### src/rtl/sparc_ifu_thrreq4_if.sv
// Request/grant handshake between the per-thread request tracker and the
// LRU grant arbiter of the four-thread IFU fetch scheduler.
interface sparc_ifu_thrreq4_if;
    logic [3:0] req_vec;
    logic [3:0] spec_vec;
    logic       use_spec;
    logic [3:0] grant_vec;
    logic [3:0] recent_vec;
    logic       load_recent;

    // Tracker side: publishes requests, consumes the one-hot grant.
    modport master (
        output req_vec,
        output spec_vec,
        output use_spec,
        output recent_vec,
        output load_recent,
        input  grant_vec
    );

    // Arbiter side.
    modport slave (
        input  req_vec,
        input  spec_vec,
        input  use_spec,
        input  recent_vec,
        input  load_recent,
        output grant_vec
    );
endinterface

### src/rtl/sparc_ifu_thrreq4.sv
// Per-thread request tracker for the four-thread IFU fetch scheduler: raises
// ready/speculative requests, accepts arbiter grants and holds granted threads busy.
module sparc_ifu_thrreq4 #(
    parameter int HOLD_CYC = 2
) (
    input  logic                   clk,
    input  logic                   arst_l,
    input  logic [3:0]             rdy_set,
    input  logic [3:0]             spec_set,
    input  logic [3:0]             spec_cfm,
    input  logic [3:0]             spec_kill,
    input  logic                   stall,
    sparc_ifu_thrreq4_if.master    arb,
    output logic [3:0]             sel_thr,
    output logic                   sel_vld,
    output logic                   sel_spec,
    output logic                   gnt_err
);

    typedef enum logic [1:0] {
        ST_IDLE = 2'd0,
        ST_SPEC = 2'd1,
        ST_RDY  = 2'd2,
        ST_BUSY = 2'd3
    } thr_state_t;

    localparam logic [3:0] HOLD_LOAD = 4'(HOLD_CYC - 1);

    logic [3:0] req_vec_w;
    logic [3:0] spec_vec_w;
    logic       use_spec_w;
    logic [3:0] grant;
    logic       grant_onehot;
    logic       grant_legal;
    logic       grant_bad;
    logic       acc;

    assign grant        = arb.grant_vec;
    assign use_spec_w   = ~(|req_vec_w) & (|spec_vec_w);
    assign grant_onehot = (grant != 4'd0) && ((grant & (grant - 4'd1)) == 4'd0);
    // The granted thread must belong to the pool the arbiter was told to use.
    assign grant_legal  = grant_onehot &&
                          (|(grant & (use_spec_w ? spec_vec_w : req_vec_w)));
    assign grant_bad    = (grant != 4'd0) && !grant_legal;
    assign acc          = grant_legal & ~stall;

    assign arb.req_vec     = req_vec_w;
    assign arb.spec_vec    = spec_vec_w;
    assign arb.use_spec    = use_spec_w;
    assign arb.load_recent = acc;
    assign arb.recent_vec  = grant & {4{acc}};

    generate
        for (genvar gi = 0; gi < 4; gi++) begin : g_thr
            thr_state_t state_reg, state_next;
            logic [3:0] cnt_reg, cnt_next;
            logic       pend_reg, pend_next;
            logic       thr_acc;
            logic       thr_req, thr_spec;

            assign thr_acc = acc & grant[gi];

            always_ff @(posedge clk or negedge arst_l) begin
                if (!arst_l) begin
                    state_reg <= ST_IDLE;
                    cnt_reg   <= 4'd0;
                    pend_reg  <= 1'b0;
                end else begin
                    state_reg <= state_next;
                    cnt_reg   <= cnt_next;
                    pend_reg  <= pend_next;
                end
            end

            always_comb begin
                state_next = state_reg;
                cnt_next   = cnt_reg;
                pend_next  = pend_reg;
                case (state_reg)
                    ST_IDLE: begin
                        if (rdy_set[gi])       state_next = ST_RDY;
                        else if (spec_set[gi]) state_next = ST_SPEC;
                    end
                    // A grant wins over a same-cycle kill; the fetched thread is
                    // killed further down the pipe.
                    ST_SPEC: begin
                        if (thr_acc) begin
                            state_next = ST_BUSY;
                            cnt_next   = HOLD_LOAD;
                        end else if (spec_kill[gi]) begin
                            state_next = ST_IDLE;
                        end else if (rdy_set[gi] | spec_cfm[gi]) begin
                            state_next = ST_RDY;
                        end
                    end
                    ST_RDY: begin
                        if (thr_acc) begin
                            state_next = ST_BUSY;
                            cnt_next   = HOLD_LOAD;
                        end
                    end
                    ST_BUSY: begin
                        if (cnt_reg == 4'd0) begin
                            state_next = (pend_reg | rdy_set[gi]) ? ST_RDY : ST_IDLE;
                            pend_next  = 1'b0;
                        end else begin
                            cnt_next = cnt_reg - 4'd1;
                            if (rdy_set[gi]) pend_next = 1'b1;
                        end
                    end
                    default: state_next = ST_IDLE;
                endcase
            end

            always_comb begin
                thr_req  = (state_reg == ST_RDY);
                thr_spec = (state_reg == ST_SPEC);
            end

            assign req_vec_w[gi]  = thr_req;
            assign spec_vec_w[gi] = thr_spec;
        end
    endgenerate

    always_ff @(posedge clk or negedge arst_l) begin
        if (!arst_l) begin
            sel_thr  <= 4'd0;
            sel_vld  <= 1'b0;
            sel_spec <= 1'b0;
            gnt_err  <= 1'b0;
        end else begin
            sel_thr  <= grant & {4{acc}};
            sel_vld  <= acc;
            sel_spec <= acc & use_spec_w;
            // Protocol errors are flagged even when the grant is stalled.
            if (grant_bad) gnt_err <= 1'b1;
        end
    end

endmodule
### src/flat_wrapper.sv
// flat-port wrapper written by rule: the top's interface ports become plain ports
module sparc_ifu_thrreq4_flat 
#(
    parameter int HOLD_CYC = 2
)
  (clk, arst_l, rdy_set, spec_set, spec_cfm, spec_kill, stall, sel_thr, sel_vld, sel_spec, gnt_err, arb_req_vec, arb_spec_vec, arb_use_spec, arb_recent_vec, arb_load_recent, arb_grant_vec);
  sparc_ifu_thrreq4_if arb_i ();
  input  logic clk;
  input  logic arst_l;
  input  logic [3:0] rdy_set;
  input  logic [3:0] spec_set;
  input  logic [3:0] spec_cfm;
  input  logic [3:0] spec_kill;
  input  logic stall;
  output logic [3:0] sel_thr;
  output logic sel_vld;
  output logic sel_spec;
  output logic gnt_err;
  output wire logic [$bits(arb_i.req_vec)-1:0] arb_req_vec;
  output wire logic [$bits(arb_i.spec_vec)-1:0] arb_spec_vec;
  output wire logic [$bits(arb_i.use_spec)-1:0] arb_use_spec;
  output wire logic [$bits(arb_i.recent_vec)-1:0] arb_recent_vec;
  output wire logic [$bits(arb_i.load_recent)-1:0] arb_load_recent;
  input wire logic [$bits(arb_i.grant_vec)-1:0] arb_grant_vec;
  assign arb_req_vec = arb_i.req_vec;
  assign arb_spec_vec = arb_i.spec_vec;
  assign arb_use_spec = arb_i.use_spec;
  assign arb_recent_vec = arb_i.recent_vec;
  assign arb_load_recent = arb_i.load_recent;
  assign arb_i.grant_vec = arb_grant_vec;
  sparc_ifu_thrreq4 #(.HOLD_CYC(HOLD_CYC)) u_core (.clk(clk), .arst_l(arst_l), .rdy_set(rdy_set), .spec_set(spec_set), .spec_cfm(spec_cfm), .spec_kill(spec_kill), .stall(stall), .arb(arb_i), .sel_thr(sel_thr), .sel_vld(sel_vld), .sel_spec(sel_spec), .gnt_err(gnt_err));
endmodule
### config.mk
export PLATFORM = sky130hd
export DESIGN_NAME = sparc_ifu_thrreq4_flat
export DESIGN_NICKNAME = d
export VERILOG_FILES = /design/src/rtl/sparc_ifu_thrreq4_if.sv /design/src/rtl/sparc_ifu_thrreq4.sv /design/src/flat_wrapper.sv
export SDC_FILE = /design/constraint.sdc
export NUM_CORES = 1
export LEC_CHECK = 0
export ABC_AREA = 1
export ABC_CLOCK_PERIOD_IN_PS = 2400
export CORE_MARGIN = 2
export CORE_UTILIZATION = 54
export DETAILED_ROUTE_END_ITERATION = 8
export PLACE_DENSITY = 0.86
export SLEW_MARGIN = 30
export SYNTH_ARGS = -nofsm -noshare
export SYNTH_HDL_FRONTEND = slang
export SYNTH_SLANG_ARGS = --single-unit
### constraint.sdc
create_clock -name clk -period 2.4 [get_ports clk]
set_clock_uncertainty 0.05 [all_clocks]
set_input_delay 0.36 -clock clk [delete_from_list [all_inputs] [get_ports clk]]
set_output_delay 0.36 -clock clk [all_outputs]
set_load 0.01 [all_outputs]
==> impl_summary.txt <==
----------------------------------------------------
[Route]
  TritonRoute pass-1 iters ... 4
  DR vias ... 2423
  Wire length per cell after detailed routing ... 12.5 µm
  Detailed-route vias per instance ... 5.14
  Total Wirelength ... 5890 µm
  Number of remaining DRC errors ... 0
  Initial DRC Count ... 96
  Detail Route Antenna Nets ... 0

[Power and ir drop]
  Final Total Pwr ... 4.35 mW
  Leak pwr ... 1.82 nW
  Total power per unit cell area ... 1270 mW/mm²
  Peak VDD IR ... 0.000619 V

[Placement]
  Post-place setup slack ... -0.103 ns
  IO Port Bufs ... 43
  Placed inst area ... 0.00328 mm²
  Post-DP HPWL ... 4590 µm
  Final GP Congestion ... 0.859
  Number of placed instances, taps included ... 461

[Worst setup path]
  Setup crit end kind ... primary output
  Crit path largest cell delay ... 0.39 ns
  Critical path cell sequence ... buf_6 -> inv_2 -> ha_2 -> buf_4 -> buf_4 -> inv_2 -> nand4_1 -> and3_2 -> dlygate4sd2_1
  Type of origin of the critical path ... register
  Type of the worst setup path ... reg -> out
  Family with the most delay on the worst path ... buffers and inverters
  Maximum fanout encountered on the critical timing path ... 3
  Standard cell with the maximum stage delay on the critical path ... sky130_fd_sc_hd__dfrtp_1
  Required @ worst endpoint ... 1.99 ns
  Buffers & Inverters on Critical Path ... 6
  Crit path DAT ... 1.90 ns

[Clock network]
  Total number of clock tree sinks ... 35
  Post-CTS Hold Fix Bufs ... 0
  Clock slew at the register clock pins of the worst setup and hold paths ... 0.07 ns
  CTS H-tree depth ... 2
  CTS tree ... yes
  Clock Root Buffer ... sky130_fd_sc_hd__clkbuf_8
  Clock latency reported for the late side of the worst-skew pair ... 0.29 ns
  Worst-case clock buffer depth ... 2
  Number of CTS-inserted buffers ... 5

[Synth]
  Post-synthesis instance area ... 0.00263 mm²
  Post-synth top area cell ... sky130_fd_sc_hd__dfrtp_1
  Post-synth cell types ... 34
  Register area share after synthesis ... 33.3%
  Gate Count Post-Synth ... 343
  Proportion of netlist area held by the largest area contributor ... 33.3%
  FF+latch count, synth ... 35
  Most common cell in the synthesized netlist ... sky130_fd_sc_hd__nand2_1
  Total nets after synthesis ... 392
  Primary flip-flop cell chosen by synthesis mapping ... sky130_fd_sc_hd__dfrtp_1
  Most frequent cells after synthesis ... sky130_fd_sc_hd__nand2_1 (89), sky130_fd_sc_hd__inv_1 (62), sky130_fd_sc_hd__dfrtp_1 (35)
  Warning count from the yosys run ... 0
  Mean instance size in the synthesized netlist ... 7.66 µm²
  Area contributors post-synth ... sky130_fd_sc_hd__dfrtp_1 (33%), sky130_fd_sc_hd__nand2_1 (13%), sky130_fd_sc_hd__ha_1 (12%), sky130_fd_sc_hd__inv_1 (8.9%), sky130_fd_sc_hd__buf_4 (3.4%)
  Async SR Flop Fraction ... 100%
  Post-synth EDFFs ... 0

[Floorplan]
  DIE AREA ... 0.00544 mm²
  Number of I/O pins ... 44
  Number of rows in the core area ... 25
  Starting density of the core ... 56.0%
  Vertical die dimension ... 73.7 µm
  Core area ... 0.00469 mm²
  Die span in x ... 73.7 µm

[STA]
  Post-route clock period utilization ... 96.2%
  Shortest clock period the worst path allows after layout ... 2.31 ns
  Unrepaired setup endpoints after global routing ... true
  Max Fclk ... 433 MHz
  Minimum setup slack in the final design ... 0.0902 ns
  Worst-margin pin slew ... 0.449 ns
  Final number of max-transition violations ... 0
  Hold violation total from the final report ... 0
  Count of endpoints failing setup in the final report ... 0
  Max-Slew Margin vs Limit ... 70.0%

[Global route]
  Total track usage ... 23.9%
  Final global-route overflow total ... 0
  Number of global-route vias before repair ... 2384
  Largest net degree at the start of global routing ... 36
  Antenna violations before repair ... 0
  Global-route wire length before repair ... 10200 µm

[Cells and area]
  Number of antenna diodes ... 0
  Share of cells above drive strength 1 ... 23.5%
  Max reg flops ... 16
  Core occupancy in the finished layout ... 73.1%
  Final std cells w/o fill ... 471
  Layout area overhead ... 30.6%
  Number of inserted filler cells in the final layout ... 347
  Total Nets Final ... 465
  Final non-filler cell area ... 0.00343 mm²

[Hold path]
  Kind of path behind the tightest hold check ... in -> async

[Run status]
  Status ... completed

[Flow run]
  Number of maximum-capacitance violations ... 0

----------------------------------------------------
## metrics by stage
step	setup TNS, ns	hold slack [ns]
2_1_floorplan	0	0.0144
3_5_place_dp	-0.301	0.421
6_report	0	0.430
3_3_place_gp	-0.145	0.417
4_1_cts	0	0.434
5_1_grt	-0.0242	0.462
## what timing repair did
item / 4_1_cts / 5_1_grt
setup buffers: 0 / 2
pin swaps: 2 / 6
gates resized for setup: 14 / 27
endpoints found under the setup margin: 6 / 5
## routing by layer
layer	share of wire [%]	GRT usage [%]	routed length (µm)
met3	4.1	4.94	243
met2	52	41.5	3040
met5	0	0	0
met4	1.3	7.47	77
met1	43	29.5	2520
## cell type report
class | instances | area, µm² | share of cell area, %
multi-input combinational | 231 | 1480 | 43.2
sequential | 35 | 876 | 25.5
timing repair buffer | 78 | 677 | 19.7
inverter | 65 | 248 | 7.22
clock buffer | 7 | 76.3 | 2.23
tap | 54 | 67.6 | 1.97
clock inverter | 1 | 5.00 | 0.146
## where the power goes
group          switching [mW]  internal [mW]  total [mW]
clock network           0.216          0.204       0.420
logic                    1.66           1.29        2.95
registers               0.155          0.822       0.977
## kinds of logic (layout without fill, tap and decap cells)
| group | after synthesis | count (layout) | synth area share, % |
|---|---|---|---|
| AOI/OAI and AO/OA | 34 | 34 | 8.10 |
| and+or+nand+nor | 164 | 164 | 31.0 |
| buffers and inverters | 77 | 151 | 12.9 |
| DFF | 35 | 35 | 33.3 |
| adders and majority gates | 26 | 26 | 12.4 |
| xor gates and xnor gates | 7 | 7 | 2.33 |
## placed cells by master, fill, tap and decap left out, drive strengths merged, types with 2 or more instances in the layout
master,count
dfrtp,35
and3,2
inv,62
o21ai,16
a21oi,8
xor2,4
or2,6
nand3,23
clkdlybuf4s50,37
buf,36
ha,26
o211ai,2
o41ai,4
nand2,97
nor2,26
clkinv,4
clkbuf,11
xnor2,3
nor3,3
nand4,5
## worst register-to-register path, cell delays in order (launching register included)
cell and delay (ns):
sky130_fd_sc_hd__dfrtp_1 0.39, sky130_fd_sc_hd__ha_2 0.22, sky130_fd_sc_hd__nor2_4 0.17, sky130_fd_sc_hd__nand3_2 0.08
sky130_fd_sc_hd__nand2_1 0.07, sky130_fd_sc_hd__nand2_1 0.07, sky130_fd_sc_hd__nand2_2 0.10, sky130_fd_sc_hd__nor2_4 0.06
sky130_fd_sc_hd__nor2_8 0.14, sky130_fd_sc_hd__nand3_4 0.08, sky130_fd_sc_hd__buf_4 0.15, sky130_fd_sc_hd__a21oi_2 0.17
sky130_fd_sc_hd__inv_1 0.08, sky130_fd_sc_hd__nand2_1 0.07, sky130_fd_sc_hd__nand2_1 0.06
## worst paths after layout
path	to	slack (ns)	cells after the start	startpoint
worst max-delay path	arb_use_spec	0.09	9	u_core.g_thr[2].state_reg[1]
worst min-delay path	u_core.g_thr[0].cnt_reg[1]	0.43	2	arst_l
worst max register to register	u_core.g_thr[0].state_reg[1]	0.31	14	u_core.g_thr[0].state_reg[1]
worst min register to register	u_core.g_thr[2].cnt_reg[0]	0.43	1	u_core.g_thr[2].cnt_reg[0]
max in group asynchronous	u_core.g_thr[2].state_reg[1]	1.55	2	arst_l
min in group clk	u_core.g_thr[2].cnt_reg[0]	0.43	1	u_core.g_thr[2].cnt_reg[0]
(Power assumes the default switching activity.)
